[src/rtl/fp_mul_seq_if.sv]
// ---------------------------------------------------------------------------
// fp_mul_seq_if -- handshake bundle for the sequential floating-point multiplier
//
// Signals:
//   in_valid  / in_ready   operand handshake (producer -> multiplier)
//   fp_X, fp_Y             operands, {sign, exp[EXP_W], frac[MAN_W]}
//   r_mode                 rounding mode, sampled with the operands
//   out_valid / out_ready  result handshake (multiplier -> consumer)
//   fp_Z                   product
//   ovrf, udrf, nv         overflow / underflow / invalid, qualified by out_valid
//
// Modports: master = operand producer / result consumer, slave = multiplier.
// ---------------------------------------------------------------------------
interface fp_mul_seq_if #(
    parameter int EXP_W = 8,
    parameter int MAN_W = 23
);
    localparam int W = 1 + EXP_W + MAN_W;

    logic         in_valid;
    logic         in_ready;
    logic [W-1:0] fp_X;
    logic [W-1:0] fp_Y;
    logic [2:0]   r_mode;
    logic         out_valid;
    logic         out_ready;
    logic [W-1:0] fp_Z;
    logic         ovrf;
    logic         udrf;
    logic         nv;

    modport master (
        output in_valid, fp_X, fp_Y, r_mode, out_ready,
        input  in_ready, out_valid, fp_Z, ovrf, udrf, nv
    );

    modport slave (
        input  in_valid, fp_X, fp_Y, r_mode, out_ready,
        output in_ready, out_valid, fp_Z, ovrf, udrf, nv
    );
endinterface

[src/rtl/fp_mul_seq.sv]
// ---------------------------------------------------------------------------
// fp_mul_seq -- sequential IEEE-754-style multiplier
//
// A radix-4 Booth loop forms the exact significand product over
// N = ceil((MAN_W+2)/2) cycles, one cycle normalises and rounds, and the
// result is held until the consumer takes it. Special operands (zero,
// subnormal, infinity, NaN) bypass the loop and complete in one cycle.
// Subnormal inputs are flushed to zero and no subnormal result is produced.
//
// Ports:
//   clk    sole clock, rising edge
//   rst_n  synchronous active-low reset
//   bus    fp_mul_seq_if.slave (operand/result handshakes, flags)
// ---------------------------------------------------------------------------
module fp_mul_seq #(
    parameter int EXP_W = 8,
    parameter int MAN_W = 23
) (
    input  logic         clk,
    input  logic         rst_n,
    fp_mul_seq_if.slave  bus
);
    localparam int W  = 1 + EXP_W + MAN_W;
    localparam int M  = MAN_W + 1;          // significand width incl. hidden bit
    localparam int PW = 2 * M;              // exact product width
    localparam int N  = (MAN_W + 3) / 2;    // Booth digits = ceil((MAN_W+2)/2)
    localparam int BW = 2 * N + 1;          // multiplier bits plus the y[-1] slot
    localparam int CW = $clog2(N + 1);
    localparam int EW = EXP_W + 2;          // signed exponent arithmetic width

    localparam logic [EW-1:0]    BIAS_E    = EW'((1 << (EXP_W - 1)) - 1);
    localparam logic [EW-1:0]    EXP_MAX_E = EW'((1 << EXP_W) - 1);
    localparam logic [CW-1:0]    CNT_LAST  = CW'(N - 1);
    localparam logic [EXP_W-1:0] EXP_ONES  = {EXP_W{1'b1}};
    localparam logic [EXP_W-1:0] EXP_ZERO  = {EXP_W{1'b0}};
    localparam logic [EXP_W-1:0] EXP_MAXF  = {{(EXP_W-1){1'b1}}, 1'b0};
    localparam logic [MAN_W-1:0] FRAC_ZERO = {MAN_W{1'b0}};
    localparam logic [MAN_W-1:0] FRAC_ONES = {MAN_W{1'b1}};
    localparam logic [MAN_W-1:0] FRAC_QNAN = {1'b1, {(MAN_W-1){1'b0}}};

    typedef enum logic [1:0] {
        IDLE  = 2'd0,
        CALC  = 2'd1,
        ROUND = 2'd2,
        DONE  = 2'd3
    } state_t;

    state_t            state_r;
    state_t            state_nx_s;

    logic              sign_r;
    logic [EXP_W-1:0]  exp_x_r;
    logic [EXP_W-1:0]  exp_y_r;
    logic [2:0]        mode_r;
    logic [PW-1:0]     mcand_r;
    logic [BW-1:0]     mplier_r;
    logic [PW-1:0]     acc_r;
    logic [CW-1:0]     cnt_r;

    logic [W-1:0]      fp_z_r;
    logic              ovrf_r;
    logic              udrf_r;
    logic              nv_r;
    logic              in_ready_r;
    logic              out_valid_r;

    // operand classification
    logic [EXP_W-1:0]  x_exp_s, y_exp_s;
    logic [MAN_W-1:0]  x_frac_s, y_frac_s;
    logic              x_zero_s, y_zero_s, x_inf_s, y_inf_s, x_nan_s, y_nan_s;
    logic              in_sign_s, special_s, accept_s;
    logic [W-1:0]      spec_z_s;
    logic              spec_nv_s;

    // Booth step
    logic [PW-1:0]     pp_mag_s;
    logic              pp_neg_s;
    logic [PW-1:0]     acc_nx_s;

    // normalise / round
    logic              norm_s;
    logic [PW-2:0]     pn_s;
    logic [MAN_W-1:0]  frac_s;
    logic              guard_s, sticky_s, lsb_s, inc_s, carry_s;
    logic [MAN_W:0]    frac_inc_s;
    logic [EW-1:0]     exp_sum_s;
    logic              ovf_s, udf_s, ovf_inf_s;
    logic [W-1:0]      rnd_z_s;

    assign x_exp_s   = bus.fp_X[W-2 -: EXP_W];
    assign y_exp_s   = bus.fp_Y[W-2 -: EXP_W];
    assign x_frac_s  = bus.fp_X[MAN_W-1:0];
    assign y_frac_s  = bus.fp_Y[MAN_W-1:0];
    assign x_zero_s  = (x_exp_s == EXP_ZERO);
    assign y_zero_s  = (y_exp_s == EXP_ZERO);
    assign x_inf_s   = (x_exp_s == EXP_ONES) && (x_frac_s == FRAC_ZERO);
    assign y_inf_s   = (y_exp_s == EXP_ONES) && (y_frac_s == FRAC_ZERO);
    assign x_nan_s   = (x_exp_s == EXP_ONES) && (x_frac_s != FRAC_ZERO);
    assign y_nan_s   = (y_exp_s == EXP_ONES) && (y_frac_s != FRAC_ZERO);
    assign in_sign_s = bus.fp_X[W-1] ^ bus.fp_Y[W-1];
    assign special_s = x_zero_s | y_zero_s | x_inf_s | y_inf_s | x_nan_s | y_nan_s;
    assign accept_s  = bus.in_valid && (state_r == IDLE);

    assign bus.in_ready  = in_ready_r;
    assign bus.out_valid = out_valid_r;
    assign bus.fp_Z      = fp_z_r;
    assign bus.ovrf      = ovrf_r;
    assign bus.udrf      = udrf_r;
    assign bus.nv        = nv_r;

    // Special-operand result; NaN inputs win over zero x infinity.
    always_comb begin
        spec_z_s  = {W{1'b0}};
        spec_nv_s = 1'b0;
        if (x_nan_s || y_nan_s) begin
            spec_z_s  = {1'b0, EXP_ONES, FRAC_QNAN};
            spec_nv_s = 1'b0;
        end else if ((x_zero_s && y_inf_s) || (x_inf_s && y_zero_s)) begin
            spec_z_s  = {1'b0, EXP_ONES, FRAC_QNAN};
            spec_nv_s = 1'b1;
        end else if (x_inf_s || y_inf_s) begin
            spec_z_s  = {in_sign_s, EXP_ONES, FRAC_ZERO};
        end else begin
            spec_z_s  = {in_sign_s, EXP_ZERO, FRAC_ZERO};
        end
    end

    // State register.
    always_ff @(posedge clk) begin
        if (!rst_n) begin
            state_r <= IDLE;
        end else begin
            state_r <= state_nx_s;
        end
    end

    // Next-state logic.
    always_comb begin
        state_nx_s = state_r;
        case (state_r)
            IDLE: begin
                if (bus.in_valid) begin
                    state_nx_s = special_s ? DONE : CALC;
                end else begin
                    state_nx_s = IDLE;
                end
            end
            CALC: begin
                if (cnt_r == CNT_LAST) begin
                    state_nx_s = ROUND;
                end else begin
                    state_nx_s = CALC;
                end
            end
            ROUND: state_nx_s = DONE;
            DONE: begin
                if (bus.out_ready) begin
                    state_nx_s = IDLE;
                end else begin
                    state_nx_s = DONE;
                end
            end
            default: state_nx_s = IDLE;
        endcase
    end

    // Booth digit from {y[2i+1], y[2i], y[2i-1]}; products are exact modulo 2^PW,
    // which is enough because the final unsigned product always fits in PW bits.
    always_comb begin
        pp_mag_s = {PW{1'b0}};
        pp_neg_s = 1'b0;
        case (mplier_r[2:0])
            3'b001, 3'b010: pp_mag_s = mcand_r;
            3'b011:         pp_mag_s = {mcand_r[PW-2:0], 1'b0};
            3'b100: begin
                pp_mag_s = {mcand_r[PW-2:0], 1'b0};
                pp_neg_s = 1'b1;
            end
            3'b101, 3'b110: begin
                pp_mag_s = mcand_r;
                pp_neg_s = 1'b1;
            end
            default: begin
                pp_mag_s = {PW{1'b0}};
                pp_neg_s = 1'b0;
            end
        endcase
        acc_nx_s = pp_neg_s ? (acc_r - pp_mag_s) : (acc_r + pp_mag_s);
    end

    // Operand capture and the iterative Booth accumulation.
    always_ff @(posedge clk) begin
        if (!rst_n) begin
            sign_r   <= 1'b0;
            exp_x_r  <= EXP_ZERO;
            exp_y_r  <= EXP_ZERO;
            mode_r   <= 3'b000;
            mcand_r  <= {PW{1'b0}};
            mplier_r <= {BW{1'b0}};
            acc_r    <= {PW{1'b0}};
            cnt_r    <= {CW{1'b0}};
        end else if (accept_s) begin
            sign_r   <= in_sign_s;
            exp_x_r  <= x_exp_s;
            exp_y_r  <= y_exp_s;
            mode_r   <= bus.r_mode;
            mcand_r  <= {{(PW-M){1'b0}}, 1'b1, x_frac_s};
            // zero-extended so the top digit is never negative
            mplier_r <= {{(BW-M-1){1'b0}}, 1'b1, y_frac_s, 1'b0};
            acc_r    <= {PW{1'b0}};
            cnt_r    <= {CW{1'b0}};
        end else if (state_r == CALC) begin
            acc_r    <= acc_nx_s;
            mcand_r  <= {mcand_r[PW-3:0], 2'b00};
            mplier_r <= {2'b00, mplier_r[BW-1:2]};
            cnt_r    <= cnt_r + {{(CW-1){1'b0}}, 1'b1};
        end else begin
            acc_r    <= acc_r;
            mcand_r  <= mcand_r;
            mplier_r <= mplier_r;
            cnt_r    <= cnt_r;
        end
    end

    // Normalise the product to 1.f form, pick guard/sticky and the round increment.
    always_comb begin
        norm_s   = acc_r[PW-1];
        pn_s     = norm_s ? acc_r[PW-2:0] : {acc_r[PW-3:0], 1'b0};
        frac_s   = pn_s[PW-2 -: MAN_W];
        lsb_s    = pn_s[M];
        guard_s  = pn_s[M-1];
        sticky_s = |pn_s[M-2:0];
        case (mode_r)
            3'b001:  inc_s = 1'b0;
            3'b010:  inc_s = sign_r & (guard_s | sticky_s);
            3'b011:  inc_s = ~sign_r & (guard_s | sticky_s);
            3'b100:  inc_s = guard_s;
            default: inc_s = guard_s & (sticky_s | lsb_s);
        endcase
        frac_inc_s = {1'b0, frac_s} + {{MAN_W{1'b0}}, inc_s};
        carry_s    = frac_inc_s[MAN_W];
        exp_sum_s  = {2'b00, exp_x_r} + {2'b00, exp_y_r} - BIAS_E
                   + {{(EW-1){1'b0}}, norm_s} + {{(EW-1){1'b0}}, carry_s};
        ovf_s      = !exp_sum_s[EW-1] && (exp_sum_s >= EXP_MAX_E);
        udf_s      = exp_sum_s[EW-1] || (exp_sum_s == {EW{1'b0}});
    end

    // Overflow saturates to infinity only when the mode rounds away from zero.
    always_comb begin
        case (mode_r)
            3'b001:  ovf_inf_s = 1'b0;
            3'b010:  ovf_inf_s = sign_r;
            3'b011:  ovf_inf_s = ~sign_r;
            default: ovf_inf_s = 1'b1;
        endcase
        if (ovf_s) begin
            rnd_z_s = ovf_inf_s ? {sign_r, EXP_ONES, FRAC_ZERO}
                                : {sign_r, EXP_MAXF, FRAC_ONES};
        end else if (udf_s) begin
            rnd_z_s = {sign_r, EXP_ZERO, FRAC_ZERO};
        end else begin
            // on a carry-out the low fraction bits are already zero
            rnd_z_s = {sign_r, exp_sum_s[EXP_W-1:0], frac_inc_s[MAN_W-1:0]};
        end
    end

    // Result/flag registers and handshake outputs.
    always_ff @(posedge clk) begin
        if (!rst_n) begin
            fp_z_r      <= {W{1'b0}};
            ovrf_r      <= 1'b0;
            udrf_r      <= 1'b0;
            nv_r        <= 1'b0;
            in_ready_r  <= 1'b1;
            out_valid_r <= 1'b0;
        end else begin
            in_ready_r  <= (state_nx_s == IDLE);
            out_valid_r <= (state_nx_s == DONE);
            if (accept_s && special_s) begin
                fp_z_r <= spec_z_s;
                ovrf_r <= 1'b0;
                udrf_r <= 1'b0;
                nv_r   <= spec_nv_s;
            end else if (state_r == ROUND) begin
                fp_z_r <= rnd_z_s;
                ovrf_r <= ovf_s;
                udrf_r <= udf_s & ~ovf_s;
                nv_r   <= 1'b0;
            end else begin
                fp_z_r <= fp_z_r;
                ovrf_r <= ovrf_r;
                udrf_r <= udrf_r;
                nv_r   <= nv_r;
            end
        end
    end
endmodule

[src/flat_wrapper.sv]
// flat-port wrapper written by rule: the top's interface ports become plain ports
module fp_mul_seq_flat 
#(
    parameter int EXP_W = 8,
    parameter int MAN_W = 23
)
  (clk, rst_n, bus_in_valid, bus_fp_X, bus_fp_Y, bus_r_mode, bus_out_ready, bus_in_ready, bus_out_valid, bus_fp_Z, bus_ovrf, bus_udrf, bus_nv);
  fp_mul_seq_if #(.EXP_W(EXP_W), .MAN_W(MAN_W)) bus_i ();
  input  logic clk;
  input  logic rst_n;
  input wire logic [$bits(bus_i.in_valid)-1:0] bus_in_valid;
  input wire logic [$bits(bus_i.fp_X)-1:0] bus_fp_X;
  input wire logic [$bits(bus_i.fp_Y)-1:0] bus_fp_Y;
  input wire logic [$bits(bus_i.r_mode)-1:0] bus_r_mode;
  input wire logic [$bits(bus_i.out_ready)-1:0] bus_out_ready;
  output wire logic [$bits(bus_i.in_ready)-1:0] bus_in_ready;
  output wire logic [$bits(bus_i.out_valid)-1:0] bus_out_valid;
  output wire logic [$bits(bus_i.fp_Z)-1:0] bus_fp_Z;
  output wire logic [$bits(bus_i.ovrf)-1:0] bus_ovrf;
  output wire logic [$bits(bus_i.udrf)-1:0] bus_udrf;
  output wire logic [$bits(bus_i.nv)-1:0] bus_nv;
  assign bus_i.in_valid = bus_in_valid;
  assign bus_i.fp_X = bus_fp_X;
  assign bus_i.fp_Y = bus_fp_Y;
  assign bus_i.r_mode = bus_r_mode;
  assign bus_i.out_ready = bus_out_ready;
  assign bus_in_ready = bus_i.in_ready;
  assign bus_out_valid = bus_i.out_valid;
  assign bus_fp_Z = bus_i.fp_Z;
  assign bus_ovrf = bus_i.ovrf;
  assign bus_udrf = bus_i.udrf;
  assign bus_nv = bus_i.nv;
  fp_mul_seq #(.EXP_W(EXP_W), .MAN_W(MAN_W)) u_core (.clk(clk), .rst_n(rst_n), .bus(bus_i));
endmodule
[config.mk]
export PLATFORM = sky130hd
export DESIGN_NAME = fp_mul_seq_flat
export DESIGN_NICKNAME = d
export VERILOG_FILES = /design/src/rtl/fp_mul_seq_if.sv /design/src/rtl/fp_mul_seq.sv /design/src/flat_wrapper.sv
export SDC_FILE = /design/constraint.sdc
export NUM_CORES = 1
export LEC_CHECK = 0
export CORE_UTILIZATION = 33
export DETAILED_ROUTE_END_ITERATION = 6
export GPL_TIMING_DRIVEN = 0
export PLACE_DENSITY = 0.47
export SYNTH_ARGS = -nofsm -noshare
export SYNTH_HDL_FRONTEND = slang
export SYNTH_SLANG_ARGS = --single-unit
export TNS_END_PERCENT = 5
[constraint.sdc]
create_clock -name clk -period 16.3 [get_ports clk]
set_input_delay 3.26 -clock clk [delete_from_list [all_inputs] [get_ports clk]]
set_output_delay 3.26 -clock clk [all_outputs]
set_load 0.1 [all_outputs]
# Yosys cells after proc, flatten, opt, wreduce, memory -nomap -nowiden
# Cells that the tools add are included.
# W data, S select, Z words.
dict set report totals {
  reg_bits 184
  word_cells 116
}
dict set report classes {
  addsub 8
  order_cmp 1
  eq_ne 17
  muxes 27
  n_bitwise 15
  reduce_logical 31
}
# operator n
set ops {}
lappend ops {{$mux W32} 4}
lappend ops {{$pmux W48 S2} 1}
lappend ops {{$mux W31} 3}
lappend ops {{$mux W24} 3}
lappend ops {{$mux W25} 2}
lappend ops {{$add A48 B48 Y48} 1}
lappend ops {{$mux W48} 1}
lappend ops {{$sub A48 B48 Y48} 1}
lappend ops {{$mux W47} 1}
lappend ops {{$logic_not A23 Y1} 2}
lappend ops {{$reduce_bool A23 Y1} 2}
lappend ops {{$add A23 B1 Y24} 1}
lappend ops {{$reduce_or A23 Y1} 1}
lappend ops {{$add A10 B1 Y10} 2}
lappend ops {{$eq A8 B8 Y1 const B} 2}
lappend ops {{$logic_not A8 Y1} 2}
lappend ops {{$eq A3 B2 Y1 const B} 4}
lappend ops {{$eq A3 B3 Y1 const B} 4}
lappend ops {{$ge A10 B8 Y1 const B} 1}
lappend ops {{$logic_not A10 Y1} 1}
lappend ops {{$sub A10 B7 Y10 const B} 1}
lappend ops {{$add A8 B8 Y9} 1}
lappend ops {{$logic_and A1 B1 Y1} 9}
lappend ops {{$mux W2} 4}
lappend ops {{other kinds (20)} 45}

# Longest topological paths before layout
# Gate-level depths: netlist of the first run.
dict set report logic_depth {
  depth_word 13
  depth_mapped 30
}

# Least setup slack after synthesis of the first run
# No wires, ideal clock.
dict set report synth_path {
  kind {register -> register}
  startpoint {register u_core.acc_r[47]}
  endpoint {register u_core.fp_z_r[10], in the netlist u_core.bus.fp_Z[10]}
  arrival_time_ns 5.841
  setup_slack_ns 10.388
  path_stages_with_launch 30
  period_less_slack_ns 5.912
  path_cell_list {dfxtp_1 buf_2 buf_2 buf_1 clkbuf_1 clkbuf_1 mux2i_1 a211oi_1 nor2_1 nor2_1 ha_1 nand3_1 a2111oi_4 and3_1 and3_1 nand2_1 nor3_1 ha_1 inv_1 fa_1 nand2b_1 nor3b_1 o221ai_1 a21o_1 a211oi_1 o21bai_2 nor4_4 buf_4 a21oi_1 a21boi_1}
}
dict set report synth_between {
  elab_chain_cells 13
  elab_cells_between_ends 20
  cone_classes {add/sub: 3; order compare: 1; mux: 6; bitwise: 5; reduce/logical: 5}
}
# item line_no
set synth_lines {}
lappend synth_lines {{start: declaration} fp_mul_seq.sv:57} ;# logic [PW-1:0] acc_r;
lappend synth_lines {{start signal: assignment} fp_mul_seq.sv:200} ;# acc_r <= {PW{1'b0}};
lappend synth_lines {{start signal: assignment} fp_mul_seq.sv:210} ;# acc_r <= {PW{1'b0}};
lappend synth_lines {{start signal: assignment} fp_mul_seq.sv:213} ;# acc_r <= acc_nx_s;
lappend synth_lines {{branches (longest 10 deep; another with $add A23 B1 Y24)} --}
lappend synth_lines {{$mux W31 (*)} fp_mul_seq.sv:256} ;# if (ovf_s) begin
lappend synth_lines {{$mux W32 (*)} fp_mul_seq.sv:284} ;# end else if (state_r == ROUND) begin
lappend synth_lines {{$mux W32 (*)} fp_mul_seq.sv:279} ;# if (accept_s && special_s) begin
lappend synth_lines {{end signal: assignment} fp_mul_seq.sv:280} ;# fp_z_r <= spec_z_s;
lappend synth_lines {{end signal: assignment} fp_mul_seq.sv:285} ;# fp_z_r <= rnd_z_s;
lappend synth_lines {{end signal: assignment} fp_mul_seq.sv:290} ;# fp_z_r <= fp_z_r;
lappend synth_lines {{end: declaration} fp_mul_seq.sv:60} ;# logic [W-1:0] fp_z_r;
# Mark *: on every way between the ends. The select of a mux whose other input is x is not followed.
# A chain may end at the register's enable or synchronous reset.

# Final worst setup path of the first run
dict set report layout_path {
  startpoint {register u_core.acc_r[47]}
  endpoint {register u_core.fp_z_r[18], in the netlist u_core.bus.fp_Z[18]}
}
# Same word-level chain as after synthesis.

==> results.yml, run 1 <==
run_status:
  status: "completed"
synth:
  synth_edf_count: 0
  synth_cell_types: 92
  ys_ff_latch: 184
  syn-instance-count: 1846
  async_flop_share_pct: 0
  ys_seq_area_share_pct: 26.8
  netlist_area_um2: 13700
  synth_nets: 1989
  synthFlopType: "dfxtp_1"
  synth_largest_area_cell: "dfxtp_1"
  yosysWarnings: 0
  synth_area_leaders: "dfxtp_1 (27%), nand2_1 (8.8%), a21oi_1 (6.9%), ha_1 (6.3%), a22oi_1 (4.4%)"
  avgSynthCellArea_um2: 7.45
  synth_top_area_share_pct: 26.8
drt:
  drt_wl_total_um: 49300
  post_drt_wl_per_cell_um: 19.6
  vias: 14013
  ant_nets: 0
  drt-pass1-iter-count: 7
  viasPerCell: 5.57
  drt_iter0_markers: 1227
  drc: 0
setup_path:
  worstReg2RegEnd: "u_core.bus.fp_Z[18]"
  r2r_slack_ns: 8.23
  start_kind: "register"
  cp_max_fo: 10
  cp-end-kind: "register"
  required_ns: 16.69
  r2r_cells: 29
  critPathMaxStageDelay_ns: 0.69
  slowest_stage: "nor3_1"
  r2r_start: "u_core.acc_r[47]"
  worstSetupPathType: "register to register"
  critical_path_arrival_ns: 8.46
pwr:
  p_sw_uw: 788
  ir_drop_mv: 0.0755
  p_comb_share_pct: 49.1
  clkPwrFrac_pct: 21.9
  power.density_nw_per_um2: 114
  p_total_mw: 1.82
  p_seq_share_pct: 29.0
  switching_share_pct: 43.2
  leakage_nw: 5.77
  p_int_mw: 1.04
worst_hold_path:
  min_from: "u_core.mplier_r[10]"
  hold_path_end: "u_core.mplier_r[10]"
  min_path_type: "register to register"
  holdPathStages: 2
timing:
  rsz0062_at_grt: "false"
  finalSetupViolCount: 0
  drv_slew: 0
  hold_viol_final: 0
  skew_ns: 0.0153
  maxSlewHeadroom_pct: 32.2
  fin_crit_sh_pct: 49.5
  fmax_mhz: 124
  finalSetupTns_ns: 0
  period_needed_ns: 8.07
  worstMarginPinSlew_ns: 0.989
layout:
  diodes: 0
  fillCellCount: 4361
  drive_gt1_share_pct: 4.48
  area_growth_pct: 16.6
  fin_nets: 2115
clocking:
  ctsResizeCount: 0
  cts.path.max_buffers: 2
  cts_made_buffers: 17
  clk_pin_slew_ns: 0.07
  cts_setup_buffers: 0
  cts.sinks: 184
  clkLatencyLatePin_ns: 0.47
  holdBufCountCts: 0
  htree_levels: 4
  cts_tree: "built"
  cts_root_buffer: "clkbuf_16"
floorplan:
  fp-row-count: 74
  io_pins: 108
  die_h_um: 206
  die-area_um2: 42500
  dieWidth_um: 206
  start_util_pct: 33.6
  core_um2: 40900
global_routing:
  grt_max_degree: 17
  grt_pass1_wl_um: 76400
  antenna_found_initial: 0
  grt_pass1_vias: 13018
  grt_overflow_total: 0
  grt_usage_pct: 23.4
job:
  drv_cap: 0
placement:
  dp_hpwl_um: 39200
  place.gp.congestion: 0.881
  port_buffers: 107
layer usage:
| metal | wire length, um | vias to the layer above | GRT usage [%] |
|---|---|---|---|
| li1 | - | 7004 | - |
| met1 | 24000 | 6626 | 32.8 |
| met2 | 22400 | 342 | 37.1 |
| met3 | 1890 | 41 | 3.28 |
| met4 | 1020 | 0 | 6.75 |
| met5 | 0 | - | 0 |
power groups by stage:
stage / registers, mW / logic, mW / clock network [mW]
6_report: 0.529 / 0.895 / 0.400
5_1_grt: 0.534 / 0.988 / 0.428
4_1_cts: 0.528 / 0.887 / 0.410
3_5_place_dp: 0.539 / 0.882 / 0
3_3_place_gp: 0.538 / 0.883 / 0
2_1_floorplan: 0.523 / 0.654 / 0
critical path: cells and delay by family, from the launching register on:
family,cells,cell delay [ns]
fa+ha+maj,3,1.00
mux,1,0.21
simple gates,10,2.42
flops,1,0.30
buf+inv,7,2.32
compound gates,8,1.72
registers in the layout, indices dropped and copies added (netlist names), 2 cells and up:
name	count
u_core.acc_r	48
u_core.bus.fp_Z	32
u_core.cnt_r	4
u_core.exp_x_r	8
u_core.exp_y_r	8
u_core.mcand_r	48
u_core.mode_r	3
u_core.mplier_r	25
u_core.state_r	2
Yosys cell counts (9+ instances only):
library cell and n:
nand2_1 323, a21oi_1 190, dfxtp_1 184, nor2_1 102
clkbuf_1 87, a22oi_1 80, o21ai_0 77, ha_1 69
a21boi_0 60, xor2_1 52, nand3_1 47, xnor2_1 44
nand4_1 42, inv_1 36, a21o_1 35, a211oi_1 27
nor3_1 25, a31oi_1 22, nor4_1 22, a21boi_1 21
buf_1 19, and2_1 18, and3_1 17, mux2i_1 16
or3_1 15, nor2b_1 14, o21a_1 13, buf_2 11
or4_1 11, a41oi_1 10, nand2b_1 9, o21bai_1 9
metrics by stage:
stage          cell area (um^2)  std cells  utilization (%)  hold WS, ns  worst slack [ns]
2_1_floorplan             13700       1846                -        0.436             10.39
3_3_place_gp              15500       2485             37.8        0.442              8.17
3_5_place_dp              15500       2485             37.8        0.447              8.17
4_1_cts                   16000       2517             39.2        0.456              8.14
5_1_grt                   16000       2517             39.2        0.468              7.52
6_report                  16000       2517             39.2        0.453              8.23
cell type report:
cell class / count / area [um^2] / share of cell area, %
timing repair buffer: 107 / 1070 / 6.68
clock inverter: 9 / 66.3 / 0.414
clock buffer: 23 / 478 / 2.98
sequential: 184 / 3680 / 23.0
multi-input combinational: 1497 / 9400 / 58.7
inverter: 38 / 143 / 0.890
tap: 532 / 666 / 4.15
buffer: 127 / 520 / 3.25
cell families (layout without fill, tap and decap cells):
family	count (synthesis)	after routing	synth area share, %
muxes	23	23	1.82
xor gates and xnor gates	97	97	6.23
DFF	184	184	26.8
and+or+nand+nor	676	676	23.2
buffers and inverters	165	304	4.82
AOI/OAI and AO/OA	629	629	30.5
adders and majority gates	72	72	6.72
worst max-delay path by stage:
stage	from	endpoint	slack, ns	cells after the start
final	u_core.acc_r[47]	u_core.bus.fp_Z[18]	8.23	29
after global routing	u_core.acc_r[47]	u_core.bus.fp_Z[14]	7.52	29
after CTS	u_core.acc_r[47]	u_core.bus.fp_Z[18]	8.14	29
after detailed placement	u_core.acc_r[47]	u_core.bus.fp_Z[8]	8.17	29
after global placement	u_core.acc_r[47]	u_core.bus.fp_Z[15]	8.17	29
after floorplan	u_core.acc_r[47]	u_core.bus.fp_Z[10]	10.39	29
cells in the final DEF (no fill, tap or decap), types with 18 or more instances in the layout:
master           instances
nand2_1                323
a21oi_1                190
dfxtp_1                184
clkdlybuf4s50_1        107
nor2_1                 102
clkbuf_1                90
a22oi_1                 80
o21ai_0                 77
ha_1                    69
a21boi_0                60
xor2_1                  52
nand3_1                 47
xnor2_1                 44
nand4_1                 42
inv_1                   36
a21o_1                  35
a211oi_1                27
nor3_1                  25
nor4_1                  22
a31oi_1                 22
a21boi_1                21
buf_1                   19
and2_1                  18
(Power assumes the default switching activity.)
==> run 2, diff against run 1 <==
==> constraint.sdc (replaced) <==
create_clock -name clk -period 7.55 [get_ports clk]
set_input_delay 1.51 -clock clk [delete_from_list [all_inputs] [get_ports clk]]
set_output_delay 1.51 -clock clk [all_outputs]
set_load 0.1 [all_outputs]
==> results.yml, run 2 (same netlist as run 1, synthesis figures left out) <==
setup_path:
  r2r_cells: 27
  worstSetupPathType: "register to register"
  critical_path_arrival_ns: 7.48
  cp-end-kind: "register"
  worstReg2RegEnd: "u_core.acc_r[47]"
  cp_max_fo: 10
  required_ns: 7.91
  crit_path_start: "u_core.mplier_r[1]"
  r2r_start: "u_core.mplier_r[1]"
  r2r_slack_ns: 0.43
  crit_end: "u_core.acc_r[47]"
  start_kind: "register"
timing:
  finalSetupViolCount: 0
  fin_crit_sh_pct: 94.3
  worstMarginPinSlew_ns: 1.02
  rsz0062_at_grt: "false"
  maxSlewHeadroom_pct: 29.8
  period_needed_ns: 7.12
  holdWs_ns: 0.453
  fin_ws_ns: 0.432
  skew_ns: 0.0169
  hold_viol_final: 0
  fmax_mhz: 140
  drv_slew: 0
worst_hold_path:
  holdPathStages: 2
  min_path_type: "register to register"
global_routing:
  grt_usage_pct: 23.4
  grt_pass1_vias: 12992
  antenna_found_initial: 0
  grt_overflow_total: 0
  grt_max_degree: 20
  grt_pass1_wl_um: 76200
floorplan:
  io_pins: 108
  die-area_um2: 42500
  fp-row-count: 74
  dieWidth_um: 206
  core_um2: 40900
  start_util_pct: 33.6
  die_h_um: 206
drt:
  ant_nets: 0
  drt_iter0_markers: 1286
  vias: 14036
  drc: 0
  post_drt_wl_per_cell_um: 19.6
  drt-pass1-iter-count: 7
  drt_wl_total_um: 49300
  viasPerCell: 5.58
placement:
  placed_area_um2: 15500
  place_ws_ns: -0.581
  port_buffers: 107
  place.gp.congestion: 0.881
  dp_hpwl_um: 39200
layout:
  multi_input_area_um2: 9410
  design_area_um2: 16000
  diodes: 0
  post-route-util_pct: 39.2
  final_common_cell: "nand2_1"
  fillCellCount: 4362
  seqCellArea_um2: 3680
  final_cell_mix: "nand2_1 (323), a21oi_1 (190), dfxtp_1 (184), clkdlybuf4s50_1 (107), nor2_1 (102)"
  area_growth_pct: 16.7
  fin_nets: 2113
  drive_gt1_share_pct: 4.84
clocking:
  clk_pin_slew_ns: 0.07
  holdBufCountCts: 0
  cts_tree: "built"
  cts_made_buffers: 17
  cts.path.max_buffers: 2
  htree_levels: 4
  cts_root_buffer: "clkbuf_16"
  clkLatencyLatePin_ns: 0.47
  cts.sinks: 184
pwr:
  power.density_nw_per_um2: 246
  ir_drop_mv: 0.163
  leakage_nw: 5.78
job:
  drv_cap: 0
run_status:
  status: "completed"
## run 2: layout make-up
type | count | share of cell area [%]
clock inverters | 9 | 0.413
clock buffers | 23 | 2.98
inverters | 38 | 0.889
well taps | 532 | 4.15
plain buffers | 125 | 3.25
repair buffers | 107 | 6.68
flip-flops and latches | 184 | 23.0
multi-input cells | 1497 | 58.7
## run 2: worst min path at each step
stage                   startpoint                  end  slack (ns)
5_1_grt         u_core.mplier_r[3]   u_core.mplier_r[3]        0.47
6_report       u_core.mplier_r[10]  u_core.mplier_r[10]        0.45
3_5_place_dp    u_core.mplier_r[3]   u_core.mplier_r[3]        0.45
3_3_place_gp    u_core.mplier_r[4]   u_core.mplier_r[4]        0.44
2_1_floorplan  u_core.mplier_r[10]  u_core.mplier_r[10]        0.44
4_1_cts         u_core.mplier_r[3]   u_core.mplier_r[3]        0.46
## run 2: per-stage QoR
step	power, mW	cells	TNS, ns
3_5_place_dp	3.07	2485	-16.81
6_report	3.94	2515	0
5_1_grt	4.21	2515	0
2_1_floorplan	2.54	1846	0
4_1_cts	3.94	2516	0
3_3_place_gp	3.07	2485	-17.08
## run 2: worst max-delay path: stages (launching register included)
cell and delay (ns):
dfxtp_1 0.44, inv_1 0.10, ha_1 0.35, buf_2 0.26, buf_1 0.45, clkbuf_2 0.35, clkbuf_2 0.34, clkbuf_2 0.32
buf_2 0.32, nand2_1 0.12, ha_1 0.24, o2111ai_1 0.14, nor3_2 0.14, and3_1 0.27, and2_2 0.23, and3_1 0.17
nor2_1 0.14, xor2_1 0.25, ha_1 0.35, a21o_1 0.21, a21o_1 0.17, a221o_1 0.35, a41o_1 0.24, nor3_1 0.17
a21oi_1 0.15, a21bo_1 0.23, mux4_2 0.42, o311ai_1 0.10
## run 2: what timing repair did
item	CTS	global route
setup buffers	0	0
resized for setup	4	8
pin swaps	0	0
endpoints found under the setup margin	45	44
## run 2: report_power, final
group | internal (mW) | leakage [nW] | switching, mW
registers | 1.05 | 1.50 | 0.0968
clock network | 0.449 | 0.256 | 0.416
logic | 0.746 | 4.03 | 1.19
total | 2.24 | 5.78 | 1.70
## run 2: metal layers
metal	GRT usage, %	wire length (um)	up-vias
li1	-	-	7002
met1	32.7	24000	6628
met2	37.0	22200	360
met3	3.22	1990	46
met4	6.85	1170	0
met5	0	0	-
==> run 3, diff against run 2 <==
--- a/config.mk
+++ b/config.mk
@@ -5,6 +5,7 @@
 export SDC_FILE = /design/constraint.sdc
 export NUM_CORES = 1
 export LEC_CHECK = 0
+export ABC_AREA = 1
 export CORE_UTILIZATION = 33
 export DETAILED_ROUTE_END_ITERATION = 6
 export GPL_TIMING_DRIVEN = 0
==> results.yml, run 3 <==
run_status:
  status: "completed"
pwr:
  power.density_nw_per_um2: 234
  p_seq_share_pct: 27.1
  p_comb_share_pct: 47.8
  p_sw_mw: 1.83
  p_total_mw: 3.99
  ir_drop_mv: 0.174
  switching_share_pct: 45.8
  clkPwrFrac_pct: 25.1
  p_int_mw: 2.16
  leakage_nw: 7.99
global_routing:
  gr-usage-met1_pct: 31.5
  grt_pass1_wl_um: 82200
  antenna_found_initial: 0
  grt_usage_pct: 24.0
  grt_overflow_total: 0
  met3_usage_pct: 3.55
  busiest_layer: "met2"
  met2_usage_pct: 40.7
  grt_max_degree: 19
  grt_pass1_vias: 14575
clocking:
  ctsResizeCount: 0
  cts.path.max_buffers: 2
  cts_root_buffer: "clkbuf_16"
  clk_pin_slew_ns: 0.07
  htree_levels: 4
  cts_tree: "built"
  cts_setup_buffers: 0
  holdBufCountCts: 0
  cts_made_buffers: 17
  clkLatencyLatePin_ns: 0.50
  cts.sinks: 184
setup_path:
  r2r_cells: 34
  worstReg2RegEnd: "u_core.bus.fp_Z[19]"
  slowest_stage: "fa_1"
  cp_max_fo: 10
  worstSetupPathType: "register to register"
  cpMostUsedCell: "nand2_1"
  r2r_start: "u_core.acc_r[47]"
  critical_path_arrival_ns: 6.21
  required_ns: 7.89
  start_kind: "register"
  cp-end-kind: "register"
  critPathMaxStageDelay_ns: 0.42
  r2r_slack_ns: 1.68
worst_hold_path:
  holdPathStages: 2
  min_from: "u_core.bus.fp_Z[10]"
  hold_path_end: "u_core.bus.fp_Z[10]"
  min_path_type: "register to register"
drt:
  ant_nets: 0
  drc: 0
  drt_iter0_markers: 991
  drt-pass1-iter-count: 5
  drt_wl_total_um: 53500
  vias: 15500
  post_drt_wl_per_cell_um: 17.2
  viasPerCell: 4.97
placement:
  place_ws_ns: 1.72
  dp_hpwl_um: 44100
  place.gp.congestion: 0.925
  port_buffers: 107
synth:
  synth_top_area_share_pct: 25.2
  yosys-top-cells-count: "nand2_1 (617), inv_1 (335), nor2_1 (293), dfxtp_1 (184), a21oi_1 (182)"
  synth_edf_count: 0
  synth_mux_area_share_pct: 0
  synth_most_common_cell: "nand2_1"
  syn-instance-count: 2393
  ys_seq_area_share_pct: 25.2
  synth_largest_area_cell: "dfxtp_1"
  synth_compound_area_share_pct: 18.1
  synth_fa_ha_area_share_pct: 6.31
  synth_cell_types: 55
  async_flop_share_pct: 0
  synth_nets: 2536
  netlist_area_um2: 14600
  synth-xor-area-share_pct: 5.57
  synth_top_family_by_area: "simple AND/OR/NAND/NOR gates"
  synth-simple-area-share_pct: 33.5
  synth_area_leaders: "dfxtp_1 (25%), nand2_1 (16%), inv_1 (8.6%), nor2_1 (7.5%), a21oi_1 (6.2%)"
  avgSynthCellArea_um2: 6.11
  ys_ff_latch: 184
  synthFlopType: "dfxtp_1"
  yosysWarnings: 0
timing:
  fin_ws_ns: 1.68
  drv_slew: 0
  rsz0062_at_grt: "false"
  worstMarginPinSlew_ns: 1.27
  fin_crit_sh_pct: 77.7
  period_needed_ns: 5.87
  fmax_mhz: 170
  hold_viol_final: 0
  skew_ns: 0.0209
  finalSetupViolCount: 0
  finalSetupTns_ns: 0
  maxSlewHeadroom_pct: 15.0
layout:
  diodes: 0
  post-route-util_pct: 39.4
  area_growth_pct: 16.6
  fillCellCount: 4858
  seqCellArea_um2: 3680
  multi_input_area_um2: 9280
  fin_nets: 2662
  final_common_cell: "nand2_1"
  drive_gt1_share_pct: 4.50
  final_cell_mix: "nand2_1 (617), inv_1 (335), nor2_1 (293), dfxtp_1 (184), a21oi_1 (182)"
floorplan:
  start_util_pct: 33.7
  core_um2: 43400
  die-area_um2: 45200
  dieWidth_um: 213
  io_pins: 108
  die_h_um: 213
  fp-row-count: 76
job:
  drv_cap: 0
run 3: cell types whose count changed in the layout (fill, tap and decap cells not counted), moves of 19 or more:
cell	delta
a21o_1	-25
xor2_1	+20
a22oi_1	-74
inv_1	+299
a21boi_0	-56
o21ai_0	+65
nor2_1	+191
a221oi_1	+28
nand3_1	+76
nand2_1	+294
a21boi_1	-19
a211oi_1	-24
xnor2_1	-23
clkbuf_1	-28
run 3: worst max path at each step:
stage	startpoint	to	slack, ns
after floorplan	u_core.acc_r[47]	u_core.bus.fp_Z[10]	3.34
after global placement	u_core.acc_r[47]	u_core.bus.fp_Z[21]	1.76
after detailed placement	u_core.acc_r[47]	u_core.bus.fp_Z[19]	1.72
after CTS	u_core.acc_r[47]	u_core.bus.fp_Z[19]	1.71
after global routing	u_core.acc_r[47]	u_core.bus.fp_Z[22]	1.19
final	u_core.acc_r[47]	u_core.bus.fp_Z[19]	1.68
run 3: layer usage:
layer  vias up  routed length (um)
met3        37                2040
met5         -                   0
met1      7161               25400
met4         0                 922
met2       302               25100
li1       8000                   -
run 3: cell type report:
| type | instances | area share (%) |
|---|---|---|
| multi-input combinational | 1785 | 54.4 |
| inverter | 343 | 7.54 |
| tap | 585 | 4.29 |
| timing repair buffer | 107 | 6.28 |
| sequential | 184 | 21.6 |
| clock buffer | 17 | 2.49 |
| buffer | 81 | 2.23 |
| clock inverter | 15 | 1.21 |
run 3: power groups by stage:
stage | logic, mW | registers, mW | clock network [mW]
CTS | 1.90 | 1.08 | 1.03
finish | 1.90 | 1.08 | 1.00
global placement | 1.88 | 1.10 | 0
floorplan | 1.32 | 1.09 | 0
global route | 2.12 | 1.09 | 1.07
detailed placement | 1.89 | 1.10 | 0
run 3: logic make-up (layout without fill, tap and decap cells):
kind of cell / after synthesis / after routing
buffers and inverters: 424 / 563
AO/OA/AOI/OAI: 459 / 459
AND/OR/NAND/NOR: 1161 / 1161
adder cells (fa/ha/maj): 72 / 72
XOR/XNOR: 93 / 93
flip-flops: 184 / 184
run 3: critical path: cells and delay by family, from the launching register on:
family	cells	cell delay (ns)
fa+ha+maj	3	0.95
buf+inv	5	0.92
flops	1	0.31
simple gates	23	3.26
compound gates	3	0.25
run 3: metrics by stage:
step                      hold slack (ns)  std cells  area [um^2]
final                               0.466       3117        17100
after detailed placement            0.459       3085        16400
after global placement              0.450       3085        16400
after floorplan                     0.441       2393        14600
after global routing                0.494       3117        17100
after CTS                           0.470       3117        17100
